--- src/rtl/crossbar_config_arbiter.sv ---
// Round-robin arbiter that loads a crossbar select word: drain, load, settle, then pulse cfg_done.
// Accept to cfg_done takes 3+SETTLE cycles when the crossbar is idle; requesters stall until IDLE.
module crossbar_config_arbiter #(
  parameter int SEL_W  = 6,
  parameter int SETTLE = 2
) (
  input  logic             clk,
  input  logic             reset_n,
  input  logic             req0_val,
  input  logic [SEL_W-1:0] req0_cfg,
  output logic             req0_rdy,
  input  logic             req1_val,
  input  logic [SEL_W-1:0] req1_cfg,
  output logic             req1_rdy,
  input  logic             xbar_busy,
  output logic [SEL_W-1:0] xbar_sel,
  output logic             xbar_gate,
  output logic             cfg_done,
  output logic             cfg_src
);

  typedef enum logic [1:0] {ST_IDLE, ST_DRAIN, ST_LOAD, ST_SETTLE} state_t;

  localparam bit         NO_SETTLE   = (SETTLE == 0);
  localparam logic [3:0] SETTLE_INIT = 4'((SETTLE > 0) ? SETTLE - 1 : 0);

  state_t           state, state_nxt;
  logic             ptr;
  logic             grant;
  logic             accept;
  logic [SEL_W-1:0] pend_cfg;
  logic             pend_src;
  logic [SEL_W-1:0] sel_q;
  logic             src_q;
  logic [3:0]       cnt;
  logic             done_q;

  // Pointer only matters when both requesters are valid.
  assign grant    = (req0_val && req1_val) ? ptr : req1_val;
  assign accept   = (state == ST_IDLE) && (req0_val || req1_val);
  assign req0_rdy = (state == ST_IDLE) && req0_val && !grant;
  assign req1_rdy = (state == ST_IDLE) && req1_val && grant;

  always_comb begin
    state_nxt = state;
    case (state)
      ST_IDLE:   if (accept) state_nxt = ST_DRAIN;
      ST_DRAIN:  if (!xbar_busy) state_nxt = ST_LOAD;
      ST_LOAD:   state_nxt = NO_SETTLE ? ST_IDLE : ST_SETTLE;
      ST_SETTLE: if (cnt == 4'd0) state_nxt = ST_IDLE;
      default:   state_nxt = ST_IDLE;
    endcase
  end

  always_ff @(posedge clk or negedge reset_n) begin
    if (!reset_n) begin
      state    <= ST_IDLE;
      ptr      <= 1'b0;
      pend_cfg <= '0;
      pend_src <= 1'b0;
      sel_q    <= '0;
      src_q    <= 1'b0;
      cnt      <= 4'd0;
      done_q   <= 1'b0;
    end else begin
      state  <= state_nxt;
      done_q <= (state_nxt == ST_IDLE) && (state != ST_IDLE);
      if (accept) begin
        pend_cfg <= grant ? req1_cfg : req0_cfg;
        pend_src <= grant;
        ptr      <= ~grant;
      end
      if (state == ST_LOAD) begin
        sel_q <= pend_cfg;
        src_q <= pend_src;
        cnt   <= SETTLE_INIT;
      end else if (state == ST_SETTLE && cnt != 4'd0) begin
        cnt <= cnt - 4'd1;
      end
    end
  end

  assign xbar_sel  = sel_q;
  assign cfg_src   = src_q;
  assign xbar_gate = (state == ST_IDLE);
  assign cfg_done  = done_q;

endmodule

--- config.mk ---
export PLATFORM = sky130hd
export DESIGN_NAME = crossbar_config_arbiter
export DESIGN_NICKNAME = d
export VERILOG_FILES = /design/src/rtl/crossbar_config_arbiter.sv
export SDC_FILE = /design/constraint.sdc
export NUM_CORES = 1
export LEC_CHECK = 0
export BUFFER_PORTS_ARGS = -buffer_cell sky130_fd_sc_hd__buf_2
export CAP_MARGIN = 5
export CORE_AREA = 4 4 50 52
export CTS_CLUSTER_SIZE = 28
export DETAILED_ROUTE_END_ITERATION = 12
export DIE_AREA = 0 0 54 56
export HOLD_SLACK_MARGIN = 0.03
export PLACE_DENSITY = 0.79
export SLEW_MARGIN = 30
export SYNTH_ARGS = -nofsm -noshare
export SYNTH_HDL_FRONTEND = slang
export SYNTH_SLANG_ARGS = --single-unit
--- constraint.sdc ---
create_clock -name clk -period 3.2 [get_ports clk]
set_clock_uncertainty 0.15 [all_clocks]
set_input_delay 0 -clock clk [delete_from_list [all_inputs] [get_ports clk]]
set_output_delay 0 -clock clk [all_outputs]
set_load 0.005 [all_outputs]
### Word level (Yosys, flattened, before mapping)

Index checks and enable logic that the tools add are counted.

* add/sub/neg operators: 1
* equal/unequal tests: 3
* mux-type cells: 8
* bitwise operators: 1
* reduce and logical (&&, ||, !) cells: 16

Operator list (count)
* logical AND 1 bit: 8
* 2-to-1 mux 4 bit: 2
* one-hot mux 2 bit (4 select lines): 1
* 2-to-1 mux 2 bit: 3
* 2-to-1 mux 6 bit: 1
* == test 2 bit, second input constant: 2
* zero test 2 bit: 2
* zero test 4 bit: 1
* nonzero test 2 bit: 2
* nonzero test 4 bit: 1
* subtractor 4 x 1 -> 4 bit, second input constant: 1
* == test 2 x 1 -> 1 bit, second input constant: 1
* zero test 1 bit: 1
* logical OR 1 bit: 1
* 2-to-1 mux 1 bit: 1
* NOT 1 bit: 1

* flip-flop bits (word level): 22
* input bits: 17
* output and inout bits: 11
* word-level logic and storage cells: 37

### Logic depth before layout (Yosys ltp)

Gate-level depths: netlist of run 1.

* depth after elaboration: 6
* depth in mapped cells: 5
* mapped depth without buffers: 5

### Worst setup path after synthesis of run 1

No wires, ideal clock.

* kind: register -> register
* from: register cnt[0]
* to: register state[1]
* setup time: 0.127 ns
* arrival: 1.115 ns
* required time: 2.923 ns
* setup slack: 1.808 ns
* stages on the path, launching flop included: 6
* path buffers: 0
* clock period less this slack: 1.392 ns
* cell sequence: dfrtp_1 -> inv_1 -> ha_1 -> nor3b_1 -> a21o_1 -> o21ai_0

* word-level cells in the longest chain between the ends: 3

Ends and longest elaborated chain
* from (decl): line 35 `logic [3:0] cnt;`
* from (signal assigned): line 78 `cnt <= cnt - 4'd1;`
* zero test 4 bit: line 50 `ST_SETTLE: if (cnt == 4'd0) state_nxt = ST_IDLE;`
* 2-to-1 mux 2 bit: line 50
* one-hot mux 2 bit (4 select lines): line 46 `case (state)`
* net state_nxt[1]: line 27 `state_t state, state_nxt;`
* to (signal assigned): line 66 `state <= state_nxt;`
* to (decl): line 27

The timed path passes the listed nets, and every way through them passes these cells.
A chain may end at the register's enable or synchronous reset.

### Worst setup path after layout of run 1

* from: register ptr
* to: register pend_cfg[0]

* word-level cells in the longest chain between the ends: 2

Ends and longest elaborated chain
* from (decl): line 28 `logic ptr;`
* from (signal assigned): line 71 `ptr <= ~grant;`
* 2-to-1 mux 1 bit: line 39 `assign grant = (req0_val && req1_val) ? ptr : req1_val;`
* 2-to-1 mux 6 bit: line 69 `pend_cfg <= grant ? req1_cfg : req0_cfg;`
* to (signal assigned): line 69
* to (decl): line 31 `logic [SEL_W-1:0] pend_cfg;`

Every way passes these cells.

==> reports/metrics.csv, run 1 <==
metric,value,unit
dp_cells,148,
cp-end-kind,flop,
synth_area,1080,sq um
cp.arrival,2.45,ns
root_buffer,clkbuf_4,
antenna_found_initial,0,
rows,17,
max_freq,425,MHz
status,completed,
cts_sinks,22,
p_switching,455,uW
avgSynthCellArea,11.0,sq um
combPwrFrac,0.465,
die_w,54,um
synth_seq_area_share,0.507,
start_kind,flop,
tightest_slew,0.499,ns
viasPerCell,5.37,
rsz0062_at_grt,false,
layout_commonest_cell,buf_2,
drt_iter0_drc,8,
power.density,874,nW/um^2
finalSetupViolations,0,
p_int,804,uW
utilization,0.684,
grt_pass1_vias,989,
seqPwrFrac,0.414,
grt_usage,0.193,
fin_ws,0.848,ns
clockPowerShare,0.121,
vias,919,
cap_viol_max_count,0,
ant_nets,0,
drive_above_1_share,0.329,
grt_pass1_wl,4.38,mm
area_growth,32.8,%
ff2ff_setup_slack,0.85,ns
grt_start_max_net_pins,23,
final_cells,171,
regToRegEndpoint,pend_cfg[0],
min_period,2.35,ns
n_antenna_cell,0,
io_pins,28,
path_max_fanout,8,
irDropWorstVdd,557,uV
ys_ff_latch,22,
hpwl,1.63,mm
insertion_delay,0.30,ns
cts_tree,done,
final_nets,163,
synth_nets,118,
drt-total-wl,2.55,mm
die_height,56,um
final_hold_viol_count,0,
synth_cells,99,
port_buffers,27,
ys_warn_count,0,
remaining_drc_errors,0,
clock_path_buffers,2,
clk_pin_slew,0.12,ns
synth_cell_types,28,
postLayoutCellArea,1440,sq um
wl_per_cell,14.9,um
placed_cell_area,1210,sq um
final_cell_mix,"buf_2, dfrtp_1, dlygate4sd3_1, o21ai_0, a21oi_1",
timing.hold.ws,0.0234,ns
start_util,0.515,
cts_buffers,3,
place_congestion,0.761,
die_area,3020,sq um
rr_startpoint,ptr,
cts-htree-levels,1,
swShare,0.361,
rr_worst_depth,5,
p_total,1.26,mW
cp-endpoint,pend_cfg[0],
critPathLaunch,ptr,
post-cts-setup-buffers,0,
gr-total-overflow,0,
coreArea,2110,sq um
fin_crit_sh,0.735,
pre_cts_ws,1.61,ns
fill_cells,158,
slew_headroom,0.667,
hold_class,in -> async,
cellLeakagePower,0.633,nW
worstPathRequired,3.29,ns
detailedRoute.firstPassIterationCount,4,
drv_slew,0,
critPathKind,reg -> reg,
finalSetupTns,0,ns
[metal layers]
layer  global-route usage  part of all wire
met1                0.239              0.44
met2                0.324              0.50
met3               0.0295             0.040
met4               0.0783             0.022
met5                    0                 0
[power groups by stage]
| stage | Sequential [mW] | Combinational, mW | Clock [mW] |
|---|---|---|---|
| finish | 0.521 | 0.585 | 0.152 |
| detailed placement | 0.522 | 0.483 | 0 |
| CTS | 0.516 | 0.579 | 0.154 |
| global route | 0.542 | 0.646 | 0.162 |
| floorplan | 0.488 | 0.376 | 0 |
| global placement | 0.512 | 0.461 | 0 |
[state kept, by name (all words and copies together), names as in the netlist]
| signal | flops |
|---|---|
| cnt | 4 |
| cfg_done | 1 |
| state | 2 |
| cfg_src | 1 |
| pend_cfg | 6 |
| pend_src | 1 |
| xbar_sel | 6 |
| ptr | 1 |
[cells by family (layout without fill, tap and decap cells)]
kind of cell	count (synthesis)	in the layout	synth area share
buffers and inverters	10	54	0.0519
multiplexers	7	7	0.0727
AO/OA/AOI/OAI	31	31	0.202
flip-flops	22	22	0.507
adder cells (fa/ha/maj)	2	2	0.0231
AND/OR/NAND/NOR	27	27	0.143
[synthesized netlist by cell type]
cell,instances,area (sq um)
nand2_1,4,15.0
nor2b_1,3,18.8
nor4_1,1,6.26
or2_1,1,6.26
o21ai_0,11,55.1
nor2_2,1,6.26
or3_1,1,6.26
o31ai_1,1,7.51
buf_6,2,22.5
nor3b_1,1,7.51
a21o_1,2,15.0
inv_1,4,15.0
a31oi_1,1,6.26
nor2_4,1,11.3
a21oi_1,8,40.0
and3_1,1,6.26
dfrtp_1,22,551
a31oi_2,6,75.1
clkbuf_1,1,3.75
nand2b_1,2,12.5
nor3_1,3,15.0
ha_1,2,25.0
a32o_1,1,10.0
nand3_1,7,35.0
and2_4,1,8.76
mux2_2,7,78.8
buf_2,3,15.0
a311o_1,1,10.0
[worst min-delay path by stage]
stage | slack, ns | endpoint | startpoint | cells past startpoint
2_1_floorplan | -0.45 | cfg_done | reset_n | 0
3_3_place_gp | -0.17 | xbar_sel[0] | reset_n | 1
3_5_place_dp | -0.16 | xbar_sel[4] | reset_n | 1
4_1_cts | 0.03 | cfg_done | reset_n | 2
5_1_grt | 0.06 | xbar_sel[2] | reset_n | 2
6_report | 0.02 | cfg_done | reset_n | 2
[final cells by class]
| class | instances | area [sq um] | area share |
|---|---|---|---|
| Inverter | 4 | 15.0 | 0.0104 |
| Sequential cell | 22 | 551 | 0.382 |
| Tap cell | 28 | 35.0 | 0.0243 |
| Clock buffer | 4 | 36.3 | 0.0252 |
| Timing Repair Buffer | 46 | 325 | 0.226 |
| Multi-Input combinational cell | 67 | 478 | 0.332 |
[repair_timing]
action                                 4_1_cts  5_1_grt
hold buffers                                19        0
resized for setup                            0        0
endpoints found under the hold margin       32        0
setup endpoints to repair                    0        0
[critical path, cell delays in order (launching register included)]
cell and delay [ns]:
dfrtp_1 0.41, nand2b_1 0.29, nand3_1 0.12, dlygate4sd3_1 0.59
a31oi_2 0.17, dlygate4sd3_1 0.57
Power figures use the tool's default switching activity.
==> run 2: changes to the inputs <==
CORE_AREA = 4 4 52 54   (was 4 4 50 52)
DIE_AREA = 0 0 56 58   (was 0 0 54 56)
PLACE_DENSITY = 0.74   (was 0.79)
clock period = 2.2 ns   (was 3.2 ns; I/O delays follow)
==> run 2 against run 1 <==
Compared with the run above: largest cell class unchanged; via count increased by 2.5%; critical endpoint is now pend_cfg[5]; combinational power up 37%; design area up 1.0%; register-to-register slack got worse by 0.71 ns.
==> reports/metrics.csv, run 2 (synthesis gave the netlist of run 1 again) <==
metric,value,unit,change
status,completed,,unchanged
grt_pass1_wl,4.40,mm,was 4.38 mm
cts-htree-levels,1,,unchanged
final_nets,164,,was 163
slew_headroom,0.679,,was 0.667
ant_nets,0,,unchanged
insertion_delay,0.30,ns,about the same
grt_pass1_vias,960,,was 989
wl_per_cell,15.3,um,was 14.9 um
cpLargestDelayFamily,simple AND/OR/NAND/NOR gates,,was buffers and inverters
drive_above_1_share,0.326,,was 0.329
start_kind,flop,,unchanged
remaining_drc_errors,0,,unchanged
finalSetupTns,0,ns,unchanged
timing.hold.ws,0.0295,ns,was 0.0234 ns
place_congestion,0.835,,was 0.761
utilization,0.658,,was 0.684
cts_sinks,22,,unchanged
tightest_slew,0.482,ns,was 0.499 ns
max_freq,485,MHz,was 425 MHz
io_pins,28,,unchanged
viasPerCell,5.48,,was 5.37
path_max_fanout,13,,was 8
grt_start_max_net_pins,23,,unchanged
cp-end-kind,flop,,unchanged
layout_commonest_cell,buf_2,,unchanged
rsz0062_at_grt,false,,unchanged
port_buffers,27,,unchanged
clock_path_buffers,2,,unchanged
area_growth,34.1,%,was 32.8%
hpwl,1.72,mm,was 1.63 mm
die_area,3250,sq um,was 3020 sq um
vias,942,,was 919
final_hold_viol_count,0,,unchanged
critPathKind,reg -> reg,,unchanged
antenna_found_initial,0,,unchanged
cts_buffers,3,,unchanged
fin_crit_sh,0.936,,was 0.735
fin_ws,0.140,ns,was 0.848 ns
die_w,56,um,was 54 um
drt-total-wl,2.64,mm,was 2.55 mm
drv_slew,0,,unchanged
irDropWorstVdd,864,uV,was 557 uV
detailedRoute.firstPassIterationCount,4,,unchanged
critPathMaxStageDelay,0.57,ns,was 0.59 ns
cellLeakagePower,0.640,nW,was 0.633 nW
slowest_stage,dlygate4sd3_1,,unchanged
n_antenna_cell,0,,unchanged
grt_usage,0.170,,was 0.193
pre_cts_ws,0.599,ns,was 1.61 ns
cts_tree,done,,unchanged
clk_pin_slew,0.12,ns,about the same
hold_class,in -> async,,unchanged
final_cell_mix,"buf_2, dfrtp_1, dlygate4sd3_1, o21ai_0, a21oi_1",,unchanged
cap_viol_max_count,0,,unchanged
worstPathRequired,2.25,ns,was 3.29 ns
rows,17,,unchanged
gr-total-overflow,0,,unchanged
min_period,2.06,ns,was 2.35 ns
start_util,0.490,,was 0.515
post-cts-setup-buffers,0,,unchanged
cp.arrival,2.11,ns,was 2.45 ns
drt_iter0_drc,25,,was 8
critPathLaunch,state[0],,was ptr
power.density,1230,nW/um^2,was 874 nW/um^2
coreArea,2210,sq um,was 2110 sq um
dp_cells,148,,unchanged
rr_startpoint,state[0],,was ptr
fill_cells,177,,was 158
root_buffer,clkbuf_4,,unchanged
finalSetupViolations,0,,unchanged
cp_num_buf_inv,1,,was 2
final_cells,172,,was 171
path_cells,"nor2_4, and2_4, a31oi_2, dlygate4sd3_1",,"was nand2b_1, nand3_1, dlygate4sd3_1, a31oi_2, dlygate4sd3_1"
die_height,58,um,was 56 um
run 2: changes by cell type in the layout (fill, tap and decap cells not counted):
cell           before  now
nor2_4              1    2
dlygate4sd3_1      19   20
nor2_2              1    0
run 2: layout make-up:
cell class,instances,area [sq um],share of cell area
Multi-Input combinational cell,67,483,0.332
Inverter,4,15.0,0.0103
Timing Repair Buffer,47,335,0.230
Tap cell,28,35.0,0.0241
Sequential cell,22,551,0.378
Clock buffer,4,36.3,0.0249
run 2: worst paths after layout:
kind                          endpoint  slack [ns]  depth (start not counted)
min                        xbar_sel[1]        0.03                          2
min reg2reg                    cfg_src        0.37                          1
min in group clk              state[1]        0.29                          3
max in group asynchronous     state[1]        1.54                          2
max reg2reg                pend_cfg[5]        0.14                          4
max                        pend_cfg[5]        0.14                          4
run 2: power by group:
group / total (mW) / internal [mW] / switching, mW
sequential: 0.767 / 0.601 / 0.166
combinational: 0.800 / 0.430 / 0.370
clock: 0.219 / 0.101 / 0.118
run 2: what timing repair did:
action / CTS / global route
endpoints found under the setup margin: 0 / 3
gates resized for setup: 0 / 1
endpoints found under the hold margin: 32 / 0
hold buffers: 20 / 0
run 2: per-layer routing:
layer | vias up | global-route usage | share of wire
met5 | - | 0 | 0
met4 | 0 | 0.0441 | 0.0064
met3 | 2 | 0.0267 | 0.049
met2 | 30 | 0.299 | 0.52
met1 | 464 | 0.219 | 0.43
li1 | 446 | - | -
run 2: worst reg2reg max path: cells and delay by family (launching register included):
kind,cells,cell delay (ns)
AOI/OAI and AO/OA,1,0.09
buffers and inverters,1,0.57
DFF,1,0.56
and+or+nand+nor,2,0.60
run 2: per-stage QoR:
step / total power, mW / instance area, sq um
6_report: 1.79 / 1460
3_5_place_dp: 1.47 / 1210
3_3_place_gp: 1.42 / 1210
4_1_cts: 1.77 / 1450
5_1_grt: 1.92 / 1460
2_1_floorplan: 1.26 / 1080
==> run 3: changes to the inputs <==
CORE_AREA = 3 3 51 53   (was 4 4 52 54)
DIE_AREA = 0 0 54 56   (was 0 0 56 58)
==> run 3 against run 2 <==
Compared with the run above: combinational power increased by 4.7%; count of clock-buffer cells in the layout stayed put; worst hold slack improved by 0.074 ns; critical path type unchanged; critical endpoint unchanged.
==> reports/metrics.csv, run 3 (synthesis gave the netlist of run 1 again) <==
metric,value,unit,change
drt-total-wl,2.41,mm,was 2.64 mm
grt_pass1_vias,854,,was 960
cp_num_buf_inv,1,,unchanged
cellLeakagePower,0.635,nW,was 0.640 nW
cts_sinks,22,,unchanged
ant_nets,0,,unchanged
slew_headroom,0.634,,was 0.679
cts-htree-levels,1,,unchanged
max_freq,493,MHz,was 485 MHz
place_congestion,0.796,,was 0.835
antenna_found_initial,0,,unchanged
clk_pin_slew,0.12,ns,about the same
die_area,3020,sq um,was 3250 sq um
layout_commonest_cell,buf_2,,unchanged
finalSetupTns,0,ns,unchanged
start_kind,flop,,unchanged
area_growth,32.3,%,was 34.1%
viasPerCell,5.50,,was 5.48
dp_cells,148,,unchanged
rr_worst_depth,4,,unchanged
drt_iter0_drc,18,,was 25
root_buffer,clkbuf_4,,unchanged
clock_path_buffers,2,,unchanged
final_cell_mix,"buf_2, dfrtp_1, dlygate4sd3_1, o21ai_0, a21oi_1",,unchanged
drv_slew,0,,unchanged
gr-total-overflow,0,,unchanged
cap_viol_max_count,0,,unchanged
rr_startpoint,state[0],,unchanged
cp.arrival,2.08,ns,was 2.11 ns
worstHoldStart,req0_val,,
postLayoutCellArea,1440,sq um,was 1460 sq um
grt_pass1_wl,3.82,mm,was 4.40 mm
placed_cell_area,1210,sq um,unchanged
hold_depth,3,,
status,completed,,unchanged
vias,935,,was 942
path_max_fanout,13,,unchanged
grt_start_max_net_pins,14,,was 23
rows,17,,unchanged
min_period,2.03,ns,was 2.06 ns
power.density,1270,nW/um^2,was 1230 nW/um^2
cp-end-kind,flop,,unchanged
final_cells,170,,was 172
regToRegEndpoint,pend_cfg[5],,unchanged
worstPathRequired,2.25,ns,about the same
finalSetupViolations,0,,unchanged
final_hold_viol_count,0,,unchanged
detailedRoute.firstPassIterationCount,4,,unchanged
final_nets,162,,was 164
cts_buffers,3,,unchanged
irDropWorstVdd,812,uV,was 864 uV
port_buffers,27,,unchanged
fin_crit_sh,0.921,,was 0.936
slowest_stage,dlygate4sd3_1,,unchanged
drive_above_1_share,0.331,,was 0.326
cpLargestDelayFamily,buffers and inverters,,was simple AND/OR/NAND/NOR gates
path_cells,"nor2_4, and2_4, a31oi_2, dlygate4sd3_1",,unchanged
remaining_drc_errors,0,,unchanged
cts_tree,done,,unchanged
hpwl,1.68,mm,was 1.72 mm
ff2ff_setup_slack,0.17,ns,was 0.14 ns
die_height,56,um,was 58 um
insertion_delay,0.31,ns,was 0.30 ns
hold_path_end,pend_src,,
tightest_slew,0.547,ns,was 0.482 ns
wl_per_cell,14.2,um,was 15.3 um
die_w,54,um,was 56 um
io_pins,28,,unchanged
grt_usage,0.170,,about the same
critPathMaxStageDelay,0.58,ns,was 0.57 ns
hold_class,in -> reg,,was in -> async
critPathKind,reg -> reg,,unchanged
start_util,0.495,,was 0.490
n_antenna_cell,0,,unchanged
utilization,0.655,,was 0.658
fill_cells,177,,unchanged
rsz0062_at_grt,false,,unchanged
coreArea,2190,sq um,was 2210 sq um
## run 3: cell count changes in the layout (fill, tap and decap cells not counted)
cell | previous run | this run
dlygate4sd3_1 | 20 | 18
## run 3: cell type report
cell class	count	area (sq um)	share of cell area
clock buffers	4	36.3	0.0253
inverters	4	15.0	0.0105
multi-input cells	67	483	0.337
flip-flops and latches	22	551	0.384
well taps	28	35.0	0.0244
repair buffers	45	315	0.220
## run 3: tightest hold or removal path: cells and delay by family
family                 cells  cell delay, ns
AO/OA/AOI/OAI              1            0.20
buffers and inverters      1            0.12
AND/OR/NAND/NOR            1            0.21
## run 3: routing by layer
metal | global-route usage | part of all wire | vias to the layer above | routed length (um)
met1 | 0.224 | 0.46 | 456 | 1100
met3 | 0.0322 | 0.043 | 2 | 104
met2 | 0.273 | 0.49 | 31 | 1190
li1 | - | - | 446 | -
met5 | 0 | 0 | - | 0
met4 | 0.0534 | 0.0066 | 0 | 16
## run 3: power by group
group,leakage [nW],internal (mW),total [mW],switching (mW)
clock network,0.0210,0.101,0.223,0.122
registers,0.256,0.601,0.760,0.160
logic,0.358,0.465,0.838,0.373
total,0.635,1.17,1.82,0.655
## run 3: what timing repair did
action / in CTS / in global routing
setup buffers: 0 / 0
setup endpoints to repair: 0 / 6
hold endpoints to repair: 32 / 0
resized for setup: 0 / 1
hold buffers: 18 / 0
## run 3: stage by stage
stage | total power, mW | setup slack (ns) | hold WS (ns)
after CTS | 1.81 | 0.0702 | 0.102
final | 1.82 | 0.173 | 0.104
after global placement | 1.42 | 0.680 | -0.163
after floorplan | 1.26 | 0.808 | -0.446
after global routing | 1.96 | 0.0742 | 0.138
after detailed placement | 1.46 | 0.614 | -0.161
## run 3: worst max path at each step
stage | cells past startpoint | from | slack [ns] | endpoint
after floorplan | 5 | cnt[0] | 0.81 | state[1]
after global placement | 5 | cnt[0] | 0.68 | state[1]
after detailed placement | 5 | cnt[0] | 0.61 | state[1]
after CTS | 4 | state[0] | 0.07 | pend_cfg[2]
after global routing | 4 | reset_n | 0.07 | pend_cfg[5]
final | 4 | state[0] | 0.17 | pend_cfg[5]
